**src/rtl/umi_req_arbiter_if.sv**
```systemverilog
// umi_req_arbiter_if: requester-side and host-side UMI request/response bundle for umi_req_arbiter
interface umi_req_arbiter_if #(
  parameter int N = 2,
  parameter int CW = 32,
  parameter int AW = 64,
  parameter int DW = 64,
  parameter int DEPTH = 4
);
  localparam int OW = $clog2(DEPTH) + 1;
  logic [N-1:0] req_valid;
  logic [N*CW-1:0] req_cmd;
  logic [N*AW-1:0] req_dstaddr;
  logic [N*AW-1:0] req_srcaddr;
  logic [N*DW-1:0] req_data;
  logic [N-1:0] req_ready;
  logic [N-1:0] resp_valid;
  logic [CW-1:0] resp_cmd;
  logic [AW-1:0] resp_dstaddr;
  logic [AW-1:0] resp_srcaddr;
  logic [DW-1:0] resp_data;
  logic [N-1:0] resp_ready;
  logic uhost_req_valid;
  logic [CW-1:0] uhost_req_cmd;
  logic [AW-1:0] uhost_req_dstaddr;
  logic [AW-1:0] uhost_req_srcaddr;
  logic [DW-1:0] uhost_req_data;
  logic uhost_req_ready;
  logic uhost_resp_valid;
  logic [CW-1:0] uhost_resp_cmd;
  logic [AW-1:0] uhost_resp_dstaddr;
  logic [AW-1:0] uhost_resp_srcaddr;
  logic [DW-1:0] uhost_resp_data;
  logic uhost_resp_ready;
  logic [OW-1:0] outstanding;
  logic resp_orphan;
  modport master (
    input req_valid, req_cmd, req_dstaddr, req_srcaddr, req_data, resp_ready,
    input uhost_req_ready, uhost_resp_valid, uhost_resp_cmd, uhost_resp_dstaddr, uhost_resp_srcaddr, uhost_resp_data,
    output req_ready, resp_valid, resp_cmd, resp_dstaddr, resp_srcaddr, resp_data,
    output uhost_req_valid, uhost_req_cmd, uhost_req_dstaddr, uhost_req_srcaddr, uhost_req_data, uhost_resp_ready,
    output outstanding, resp_orphan
  );
  modport slave (
    output req_valid, req_cmd, req_dstaddr, req_srcaddr, req_data, resp_ready,
    output uhost_req_ready, uhost_resp_valid, uhost_resp_cmd, uhost_resp_dstaddr, uhost_resp_srcaddr, uhost_resp_data,
    input req_ready, resp_valid, resp_cmd, resp_dstaddr, resp_srcaddr, resp_data,
    input uhost_req_valid, uhost_req_cmd, uhost_req_dstaddr, uhost_req_srcaddr, uhost_req_data, uhost_resp_ready,
    input outstanding, resp_orphan
  );
endinterface

```
**src/rtl/umi_req_arbiter.sv**
```systemverilog
// umi_req_arbiter: packet-locked N:1 UMI request arbiter with in-order response steering (UMI_ARB_FIXED_PRIO_EN selects fixed priority)
module umi_req_arbiter #(
  parameter int N = 2,
  parameter int CW = 32,
  parameter int AW = 64,
  parameter int DW = 64,
  parameter int DEPTH = 4
) (
  input logic clk,
  input logic reset,
  umi_req_arbiter_if.master bus
);
  localparam int IW = $clog2(N);
  localparam int PW = $clog2(DEPTH);
  localparam int OW = PW + 1;
  localparam logic [0:0] IDLE = 1'b0;
  localparam logic [0:0] BUSY = 1'b1;
  logic [0:0] state;
  logic [IW-1:0] owner, win, head;
  logic [IW-1:0] fifo [DEPTH];
  logic [PW-1:0] wr_ptr, rd_ptr;
  logic [OW-1:0] count;
  logic orphan, busy, req_hs, eom_hs, push, pop, empty, full, resp_hs;
  logic [4:0] opcode;
  logic [N-1:0][CW-1:0] cmd_a;
  logic [N-1:0][AW-1:0] dst_a, src_a;
  logic [N-1:0][DW-1:0] data_a;
  assign cmd_a = bus.req_cmd;
  assign dst_a = bus.req_dstaddr;
  assign src_a = bus.req_srcaddr;
  assign data_a = bus.req_data;
  assign busy = state == BUSY;
  assign bus.uhost_req_valid = busy & bus.req_valid[owner];
  assign bus.uhost_req_cmd = cmd_a[owner];
  assign bus.uhost_req_dstaddr = dst_a[owner];
  assign bus.uhost_req_srcaddr = src_a[owner];
  assign bus.uhost_req_data = data_a[owner];
  assign bus.req_ready = busy ? N'(bus.uhost_req_ready) << owner : '0;
  assign req_hs = bus.uhost_req_valid & bus.uhost_req_ready;
  assign eom_hs = req_hs & bus.uhost_req_cmd[22];
  assign opcode = bus.uhost_req_cmd[4:0];
  assign push = eom_hs & opcode[0] & (opcode != 5'h05);
  assign empty = count == '0;
  assign full = count[PW];
  assign head = fifo[rd_ptr];
  assign bus.resp_valid = empty ? '0 : N'(bus.uhost_resp_valid) << head;
  assign bus.uhost_resp_ready = empty | bus.resp_ready[head];
  assign resp_hs = bus.uhost_resp_valid & bus.uhost_resp_ready;
  assign pop = resp_hs & ~empty & bus.uhost_resp_cmd[22];
  assign bus.resp_cmd = bus.uhost_resp_cmd;
  assign bus.resp_dstaddr = bus.uhost_resp_dstaddr;
  assign bus.resp_srcaddr = bus.uhost_resp_srcaddr;
  assign bus.resp_data = bus.uhost_resp_data;
  assign bus.outstanding = count;
  assign bus.resp_orphan = orphan;
`ifdef UMI_ARB_FIXED_PRIO_EN
  // lowest-index valid requester wins
  always_comb begin
    win = '0;
    for (int i = N - 1; i >= 0; i--) if (bus.req_valid[i]) win = IW'(i);
  end
`else
  logic [IW-1:0] ptr, idx;
  // first valid requester after the last owner wins; scanning far-to-near lets the nearest overwrite
  always_comb begin
    win = '0;
    idx = '0;
    for (int k = N; k >= 1; k--) begin
      idx = IW'((int'(ptr) + k) % N);
      if (bus.req_valid[idx]) win = idx;
    end
  end
  // remember the owner of the last completed packet so it goes to the back of the line
  always_ff @(posedge clk)
    if (reset) ptr <= IW'(N - 1);
    else if (eom_hs) ptr <= owner;
`endif
  // packet lock: grant only when idle and a response slot is free, release on the eom beat
  always_ff @(posedge clk)
    if (reset) begin
      state <= IDLE;
      owner <= '0;
    end else if (!busy) begin
      if (|bus.req_valid && !full) begin
        state <= BUSY;
        owner <= win;
      end
    end else if (eom_hs) state <= IDLE;
  // owner FIFO storage, not reset since count and pointers qualify it
  always_ff @(posedge clk)
    if (push) fifo[wr_ptr] <= owner;
  // owner FIFO pointers and occupancy
  always_ff @(posedge clk)
    if (reset) begin
      wr_ptr <= '0;
      rd_ptr <= '0;
      count <= '0;
    end else begin
      wr_ptr <= wr_ptr + PW'(push);
      rd_ptr <= rd_ptr + PW'(pop);
      count <= count + OW'(push) - OW'(pop);
    end
  // sticky flag for responses that no requester was waiting for
  always_ff @(posedge clk)
    if (reset) orphan <= 1'b0;
    else if (resp_hs && empty) orphan <= 1'b1;
endmodule

```
**src/flat_wrapper.sv**
```systemverilog
// flat-port wrapper written by rule: the top's interface ports become plain ports
module umi_req_arbiter_flat 
#(
  parameter int N = 2,
  parameter int CW = 32,
  parameter int AW = 64,
  parameter int DW = 64,
  parameter int DEPTH = 4
)
  (clk, reset, bus_req_valid, bus_req_cmd, bus_req_dstaddr, bus_req_srcaddr, bus_req_data, bus_resp_ready, bus_uhost_req_ready, bus_uhost_resp_valid, bus_uhost_resp_cmd, bus_uhost_resp_dstaddr, bus_uhost_resp_srcaddr, bus_uhost_resp_data, bus_req_ready, bus_resp_valid, bus_resp_cmd, bus_resp_dstaddr, bus_resp_srcaddr, bus_resp_data, bus_uhost_req_valid, bus_uhost_req_cmd, bus_uhost_req_dstaddr, bus_uhost_req_srcaddr, bus_uhost_req_data, bus_uhost_resp_ready, bus_outstanding, bus_resp_orphan);
  umi_req_arbiter_if #(.N(N), .CW(CW), .AW(AW), .DW(DW), .DEPTH(DEPTH)) bus_i ();
  input logic clk;
  input logic reset;
  input wire logic [$bits(bus_i.req_valid)-1:0] bus_req_valid;
  input wire logic [$bits(bus_i.req_cmd)-1:0] bus_req_cmd;
  input wire logic [$bits(bus_i.req_dstaddr)-1:0] bus_req_dstaddr;
  input wire logic [$bits(bus_i.req_srcaddr)-1:0] bus_req_srcaddr;
  input wire logic [$bits(bus_i.req_data)-1:0] bus_req_data;
  input wire logic [$bits(bus_i.resp_ready)-1:0] bus_resp_ready;
  input wire logic [$bits(bus_i.uhost_req_ready)-1:0] bus_uhost_req_ready;
  input wire logic [$bits(bus_i.uhost_resp_valid)-1:0] bus_uhost_resp_valid;
  input wire logic [$bits(bus_i.uhost_resp_cmd)-1:0] bus_uhost_resp_cmd;
  input wire logic [$bits(bus_i.uhost_resp_dstaddr)-1:0] bus_uhost_resp_dstaddr;
  input wire logic [$bits(bus_i.uhost_resp_srcaddr)-1:0] bus_uhost_resp_srcaddr;
  input wire logic [$bits(bus_i.uhost_resp_data)-1:0] bus_uhost_resp_data;
  output wire logic [$bits(bus_i.req_ready)-1:0] bus_req_ready;
  output wire logic [$bits(bus_i.resp_valid)-1:0] bus_resp_valid;
  output wire logic [$bits(bus_i.resp_cmd)-1:0] bus_resp_cmd;
  output wire logic [$bits(bus_i.resp_dstaddr)-1:0] bus_resp_dstaddr;
  output wire logic [$bits(bus_i.resp_srcaddr)-1:0] bus_resp_srcaddr;
  output wire logic [$bits(bus_i.resp_data)-1:0] bus_resp_data;
  output wire logic [$bits(bus_i.uhost_req_valid)-1:0] bus_uhost_req_valid;
  output wire logic [$bits(bus_i.uhost_req_cmd)-1:0] bus_uhost_req_cmd;
  output wire logic [$bits(bus_i.uhost_req_dstaddr)-1:0] bus_uhost_req_dstaddr;
  output wire logic [$bits(bus_i.uhost_req_srcaddr)-1:0] bus_uhost_req_srcaddr;
  output wire logic [$bits(bus_i.uhost_req_data)-1:0] bus_uhost_req_data;
  output wire logic [$bits(bus_i.uhost_resp_ready)-1:0] bus_uhost_resp_ready;
  output wire logic [$bits(bus_i.outstanding)-1:0] bus_outstanding;
  output wire logic [$bits(bus_i.resp_orphan)-1:0] bus_resp_orphan;
  assign bus_i.req_valid = bus_req_valid;
  assign bus_i.req_cmd = bus_req_cmd;
  assign bus_i.req_dstaddr = bus_req_dstaddr;
  assign bus_i.req_srcaddr = bus_req_srcaddr;
  assign bus_i.req_data = bus_req_data;
  assign bus_i.resp_ready = bus_resp_ready;
  assign bus_i.uhost_req_ready = bus_uhost_req_ready;
  assign bus_i.uhost_resp_valid = bus_uhost_resp_valid;
  assign bus_i.uhost_resp_cmd = bus_uhost_resp_cmd;
  assign bus_i.uhost_resp_dstaddr = bus_uhost_resp_dstaddr;
  assign bus_i.uhost_resp_srcaddr = bus_uhost_resp_srcaddr;
  assign bus_i.uhost_resp_data = bus_uhost_resp_data;
  assign bus_req_ready = bus_i.req_ready;
  assign bus_resp_valid = bus_i.resp_valid;
  assign bus_resp_cmd = bus_i.resp_cmd;
  assign bus_resp_dstaddr = bus_i.resp_dstaddr;
  assign bus_resp_srcaddr = bus_i.resp_srcaddr;
  assign bus_resp_data = bus_i.resp_data;
  assign bus_uhost_req_valid = bus_i.uhost_req_valid;
  assign bus_uhost_req_cmd = bus_i.uhost_req_cmd;
  assign bus_uhost_req_dstaddr = bus_i.uhost_req_dstaddr;
  assign bus_uhost_req_srcaddr = bus_i.uhost_req_srcaddr;
  assign bus_uhost_req_data = bus_i.uhost_req_data;
  assign bus_uhost_resp_ready = bus_i.uhost_resp_ready;
  assign bus_outstanding = bus_i.outstanding;
  assign bus_resp_orphan = bus_i.resp_orphan;
  umi_req_arbiter #(.N(N), .CW(CW), .AW(AW), .DW(DW), .DEPTH(DEPTH)) u_core (.clk(clk), .reset(reset), .bus(bus_i));
endmodule
```
**config.mk**
```make
export PLATFORM = sky130hd
export DESIGN_NAME = umi_req_arbiter_flat
export DESIGN_NICKNAME = d
export VERILOG_FILES = /design/src/rtl/umi_req_arbiter_if.sv /design/src/rtl/umi_req_arbiter.sv /design/src/flat_wrapper.sv
export SDC_FILE = /design/constraint.sdc
export NUM_CORES = 1
export LEC_CHECK = 0
export CAP_MARGIN = 20
export CORE_AREA = 4 4 441 443
export DETAILED_ROUTE_END_ITERATION = 12
export DIE_AREA = 0 0 445 447
export MAX_ROUTING_LAYER = met4
export PLACE_DENSITY = 0.3
export SLEW_MARGIN = 20
export SYNTH_ARGS = -nofsm -noshare
export SYNTH_HDL_FRONTEND = slang
export SYNTH_SLANG_ARGS = --single-unit
```
**constraint.sdc**
```tcl
create_clock -name clk -period 2.83 [get_ports clk]
set_input_delay 0.566 -clock clk [delete_from_list [all_inputs] [get_ports clk]]
set_output_delay 0.566 -clock clk [all_outputs]
set_load 0.05 [all_outputs]
```
==> results of run 1 <==
[metal layers]
metal,global-route usage (%)
met5,-
met3,12.3
met1,7.12
met2,17.7
met4,1.22
[through the flow]
stage	std cells	setup TNS (ns)	setup slack, ns	util, %
2_1_floorplan	554	0	0.338	-
5_1_grt	3531	0	0.00253	7.84
3_5_place_dp	3525	-0.594	-0.400	7.75
4_1_cts	3530	0	0.00752	7.82
3_3_place_gp	3525	-0.668	-0.454	7.75
[cells by family after synthesis]
family / Yosys count / share of synthesized area [%]
AO/OA/AOI/OAI: 6 / 0.803
buffers and inverters: 256 / 36.0
AND/OR/NAND/NOR: 40 / 4.41
XOR/XNOR: 4 / 0.681
multiplexers: 228 / 50.1
adder cells (fa/ha/maj): 5 / 1.36
flip-flops: 15 / 6.62
[repair_timing]
item	in CTS	in global routing
gates resized for setup	8	6
gates cloned	0	0
setup buffers	1	0
pin swaps	2	5
setup endpoints to repair	1	1
==> impl_metrics.yaml, run 1 <==
outcome:
  run_status: "did not finish"
  haltStage: "5_2_route"
  stop_error: "[ERROR DRT-0255] Maze Route cannot find path of net bus_uhost_resp_data[23] in worker of routeBox ( 434700 96600 ) ( 445000 144900 )."
floorplanning:
  num_rows: 160
  initial_cell_density_of_the_core_pct: 2.71
  top_level_ports: 1138
  die_width_um: 445
  die_h_um: 447
synth:
  synth_area_mm2: 0.00514
  synth_top_cells_by_count: "sky130_fd_sc_hd__buf_4 (229), sky130_fd_sc_hd__mux2_2 (224), sky130_fd_sc_hd__buf_2 (20)"
  synth.yosys.seq_area_share_pct: 6.62
  ys_ff_latch: 15
  syn-instance-count: 554
  yosys_warnings: 0
  yosysTopAreaCell: "sky130_fd_sc_hd__mux2_2"
  synth.most_common_cell: "sky130_fd_sc_hd__buf_4"
  postSynthAreaPerCell_um2: 9.28
  mappedNetlistNets: 1239
  yosys-top-cells-area: "sky130_fd_sc_hd__mux2_2 (49%), sky130_fd_sc_hd__buf_4 (33%), sky130_fd_sc_hd__dfxtp_1 (4.3%)"
  synth.distinct_cells: 32
  synth_enable_flop_cells: 4
  synth-main-ff-cell: "sky130_fd_sc_hd__dfxtp_1"
  async_set_or_reset_flop_fraction_in_the_synthesized_netlist_pct: 0
  yosys.area.top_type_share_pct: 49.1
placement:
  place_congestion: 0.802
  dpl_cell_area_mm2: 0.0147
  port_buffers: 691
  detailedPlacementHpwl_um: 103000
global_route:
  global_route_wire_length_before_repair_um: 120000
  antenna_violations_before_repair: 16
  grt_util_all_layers_pct: 10.5
  grt_pass1_vias: 6571
  globalRouteOverflowTotal: 0
  grt_start_max_net_pins: 104
sta:
  timing.repair.worst_endpoint_type: "register data pin"
  crit_endpoint: "u_core.bus.outstanding[2]$_SDFF_PP0_/D"
cts:
  post_cts_hold_buffer_count: 0
  clock_tree.buffer_depth: 2
  cts_root_buf: "sky130_fd_sc_hd__clkbuf_16"
  cts-buffers-inserted: 3
  clkSinkCount: 15
  cts-htree-levels: 1
==> inputs of run 2 (changes only) <==
--- a/config.mk
+++ b/config.mk
@@ -9,8 +9,7 @@
 export CORE_AREA = 4 4 441 443
 export DETAILED_ROUTE_END_ITERATION = 12
 export DIE_AREA = 0 0 445 447
-export MAX_ROUTING_LAYER = met4
-export PLACE_DENSITY = 0.3
+export PLACE_DENSITY_LB_ADDON = 0.15
 export SLEW_MARGIN = 20
 export SYNTH_ARGS = -nofsm -noshare
 export SYNTH_HDL_FRONTEND = slang
==> impl_metrics.yaml, run 2 <==
sta:
  min_period_over_period_pct: 96.0
  worst_slew_margin_rel_pct: 53.7
  finalHoldViolations: 0
  clock.fmax_mhz: 368
  finalSetupViolations: 0
  fin_worst_skew_ns: 0.00302
  tightestPinTransition_ns: 0.693
  slew_violations: 0
  final.min_clock_period_ns: 2.72
global_route:
  grt_start_max_net_pins: 108
  grt_util_all_layers_pct: 8.41
  globalRouteOverflowTotal: 0
  global_route_wire_length_before_repair_um: 103000
  grt_pass1_vias: 6957
  antenna_violations_before_repair: 17
power:
  power_leakage_nw: 4.71
  peakVddDrop_uv: 113
  share_comb_of_total_power_pct: 88.3
  swShare_pct: 52.5
  power.share.sequential_pct: 5.4
  power.total_w: 0.00446
  clockPowerShare_pct: 6.3
  internal_power_w: 0.00212
  p_sw_w: 0.00234
  power_density_mw_per_mm2: 307
synth:
  yosys-top-cells-area: "sky130_fd_sc_hd__mux2_2 (49%), sky130_fd_sc_hd__buf_4 (33%), sky130_fd_sc_hd__dfxtp_1 (4.3%)"
  yosys_warnings: 0
  synth.most_common_cell: "sky130_fd_sc_hd__buf_4"
  synth-main-ff-cell: "sky130_fd_sc_hd__dfxtp_1"
  synth_enable_flop_cells: 4
  syn-instance-count: 554
  yosys.area.top_type_share_pct: 49.1
  synth.distinct_cells: 32
  yosysTopAreaCell: "sky130_fd_sc_hd__mux2_2"
  async_set_or_reset_flop_fraction_in_the_synthesized_netlist_pct: 0
  synth.yosys.seq_area_share_pct: 6.62
  postSynthAreaPerCell_um2: 9.28
  synth_area_mm2: 0.00514
  mappedNetlistNets: 1239
  ys_ff_latch: 15
  synth_top_cells_by_count: "sky130_fd_sc_hd__buf_4 (229), sky130_fd_sc_hd__mux2_2 (224), sky130_fd_sc_hd__buf_2 (20)"
critical_path:
  worstPathMaxFanout: 2
  endpoint_kind: "flop"
  reg2reg_from: "u_core.rd_ptr[0]"
  cp.arrival_ns: 2.83
  startpoint: "bus_req_cmd[36]"
  data_required_time_at_the_worst_endpoint_ns: 2.94
  worst_setup_path_start_kind: "primary input"
  criticalPathCategory: "in -> reg"
cts:
  clkSinkCount: 15
  cts-buffers-inserted: 3
  post-cts-setup-buffers: 0
  clock_tree.buffer_depth: 2
  cts-htree-levels: 1
  cts_root_buf: "sky130_fd_sc_hd__clkbuf_16"
  tritoncts: "yes"
  insertion_delay_ns: 0.25
  clk_pin_slew_ns: 0.05
placement:
  place_congestion: 0.857
  port_buffers: 691
  detailedPlacementHpwl_um: 84000
final_layout:
  layout.cells.most_common: "sky130_fd_sc_hd__clkdlybuf4s50_1"
  largest_reg_flops: 4
  post_route_cells_drive_above_1_share_pct: 48.3
  regMostFlops: "u_core.fifo"
  num-nets-final: 1705
  fin_util_pct: 7.65
  syn_to_final_growth_pct: 183
  final_cell_mix: "sky130_fd_sc_hd__clkdlybuf4s50_1 (459), sky130_fd_sc_hd__mux2_2 (224), sky130_fd_sc_hd__buf_4 (138)"
worst_hold_path:
  min-delay-start: "u_core.bus.resp_orphan"
  hold_class: "reg -> reg"
route:
  drt_drc_violations_left: 0
  avgViaCountPerCell: 1.73
  detail_route.first_pass.iterations: 4
  ant_nets: 0
  wirelength_um: 89500
  detail_route.wl_per_cell_um: 25.3
  number_of_vias_in_the_routed_layout: 6139
  dr.first_iter.drc_count: 225
floorplanning:
  num_rows: 160
  fp.dieArea_mm2: 0.199
  top_level_ports: 1138
  initial_cell_density_of_the_core_pct: 2.71
  die_width_um: 445
  coreArea_mm2: 0.190
  die_h_um: 447
run:
  cap_viol_max_count: 0
outcome:
  run_status: "completed"
-- run 2: cell counts after synthesis --
No cell type changed its count.
-- run 2: layer usage --
metal	share of wire, %	track usage (%)	vias to the layer above
met2	51	15.1	610
met5	0.38	1.42	-
li1	-	-	2626
met3	22	8.76	60
met4	2.1	1.57	4
met1	25	6.01	2839
-- run 2: power by group through the flow --
stage                     Combinational (W)  Sequential (W)  Clock (W)
after floorplan                     0.00256        0.000253          0
after global placement              0.00407        0.000246          0
after detailed placement            0.00406        0.000246          0
after CTS                           0.00407        0.000241   0.000293
after global routing                0.00412        0.000242   0.000298
final                               0.00394        0.000241   0.000281
-- run 2: timing repair --
item	CTS	global route
pin swaps	3	4
gates resized for setup	6	2
setup endpoints to repair	2	1
hold buffers	0	0
-- run 2: worst paths after layout --
path	slack (ns)	cells past startpoint	to
max	0.11	10	u_core.bus.outstanding[2]
min	0.48	2	u_core.bus.resp_orphan
max reg2reg	0.18	11	u_core.bus.outstanding[2]
min reg2reg	0.48	2	u_core.bus.resp_orphan
-- run 2: per-stage QoR --
stage	instance area, um2	worst slack (ns)	hold WS [ns]	cells	setup TNS [ns]
floorplan	5140	0.338	0.461	554	0
global placement	14400	-0.349	0.480	3526	-0.433
detailed placement	14400	-0.273	0.474	3526	-0.329
CTS	14500	0.000377	0.487	3530	0
global route	14500	-0.0181	0.529	3539	-0.0181
finish	14500	0.113	0.480	3542	0
-- run 2: cells by family (layout without fill, tap and decap cells) --
kind of cell	count (synthesis)	count (layout)	synth area share, %
buffers and inverters	256	721	36.0
multiplexers	228	228	50.1
AND/OR/NAND/NOR	40	40	4.41
flip-flops	15	15	6.62
AO/OA/AOI/OAI	6	6	0.803
adder cells (fa/ha/maj)	5	5	1.36
XOR/XNOR	4	4	0.681
other	0	12	0
-- run 2: worst max-delay path, stage by stage --
cell and delay (ns):
sky130_fd_sc_hd__clkdlybuf4s50_1 0.43, sky130_fd_sc_hd__or4b_4 0.56, sky130_fd_sc_hd__o21ai_4 0.17, sky130_fd_sc_hd__buf_12 0.13, sky130_fd_sc_hd__nor3_1 0.07, sky130_fd_sc_hd__ha_2 0.19
sky130_fd_sc_hd__fa_2 0.35, sky130_fd_sc_hd__xnor2_2 0.14, sky130_fd_sc_hd__xnor2_1 0.16, sky130_fd_sc_hd__nor2_1 0.06
-- run 2: area by class of cell --
type,count,area (um2)
tap,2511,3140
antenna,12,30.0
multi-input combinational,283,2980
timing repair buffer,712,7930
clock inverter,1,5.00
sequential,15,345
fill,22000,175000
inverter,5,18.8
clock buffer,3,75.1
Power figures use the tool's default switching activity.
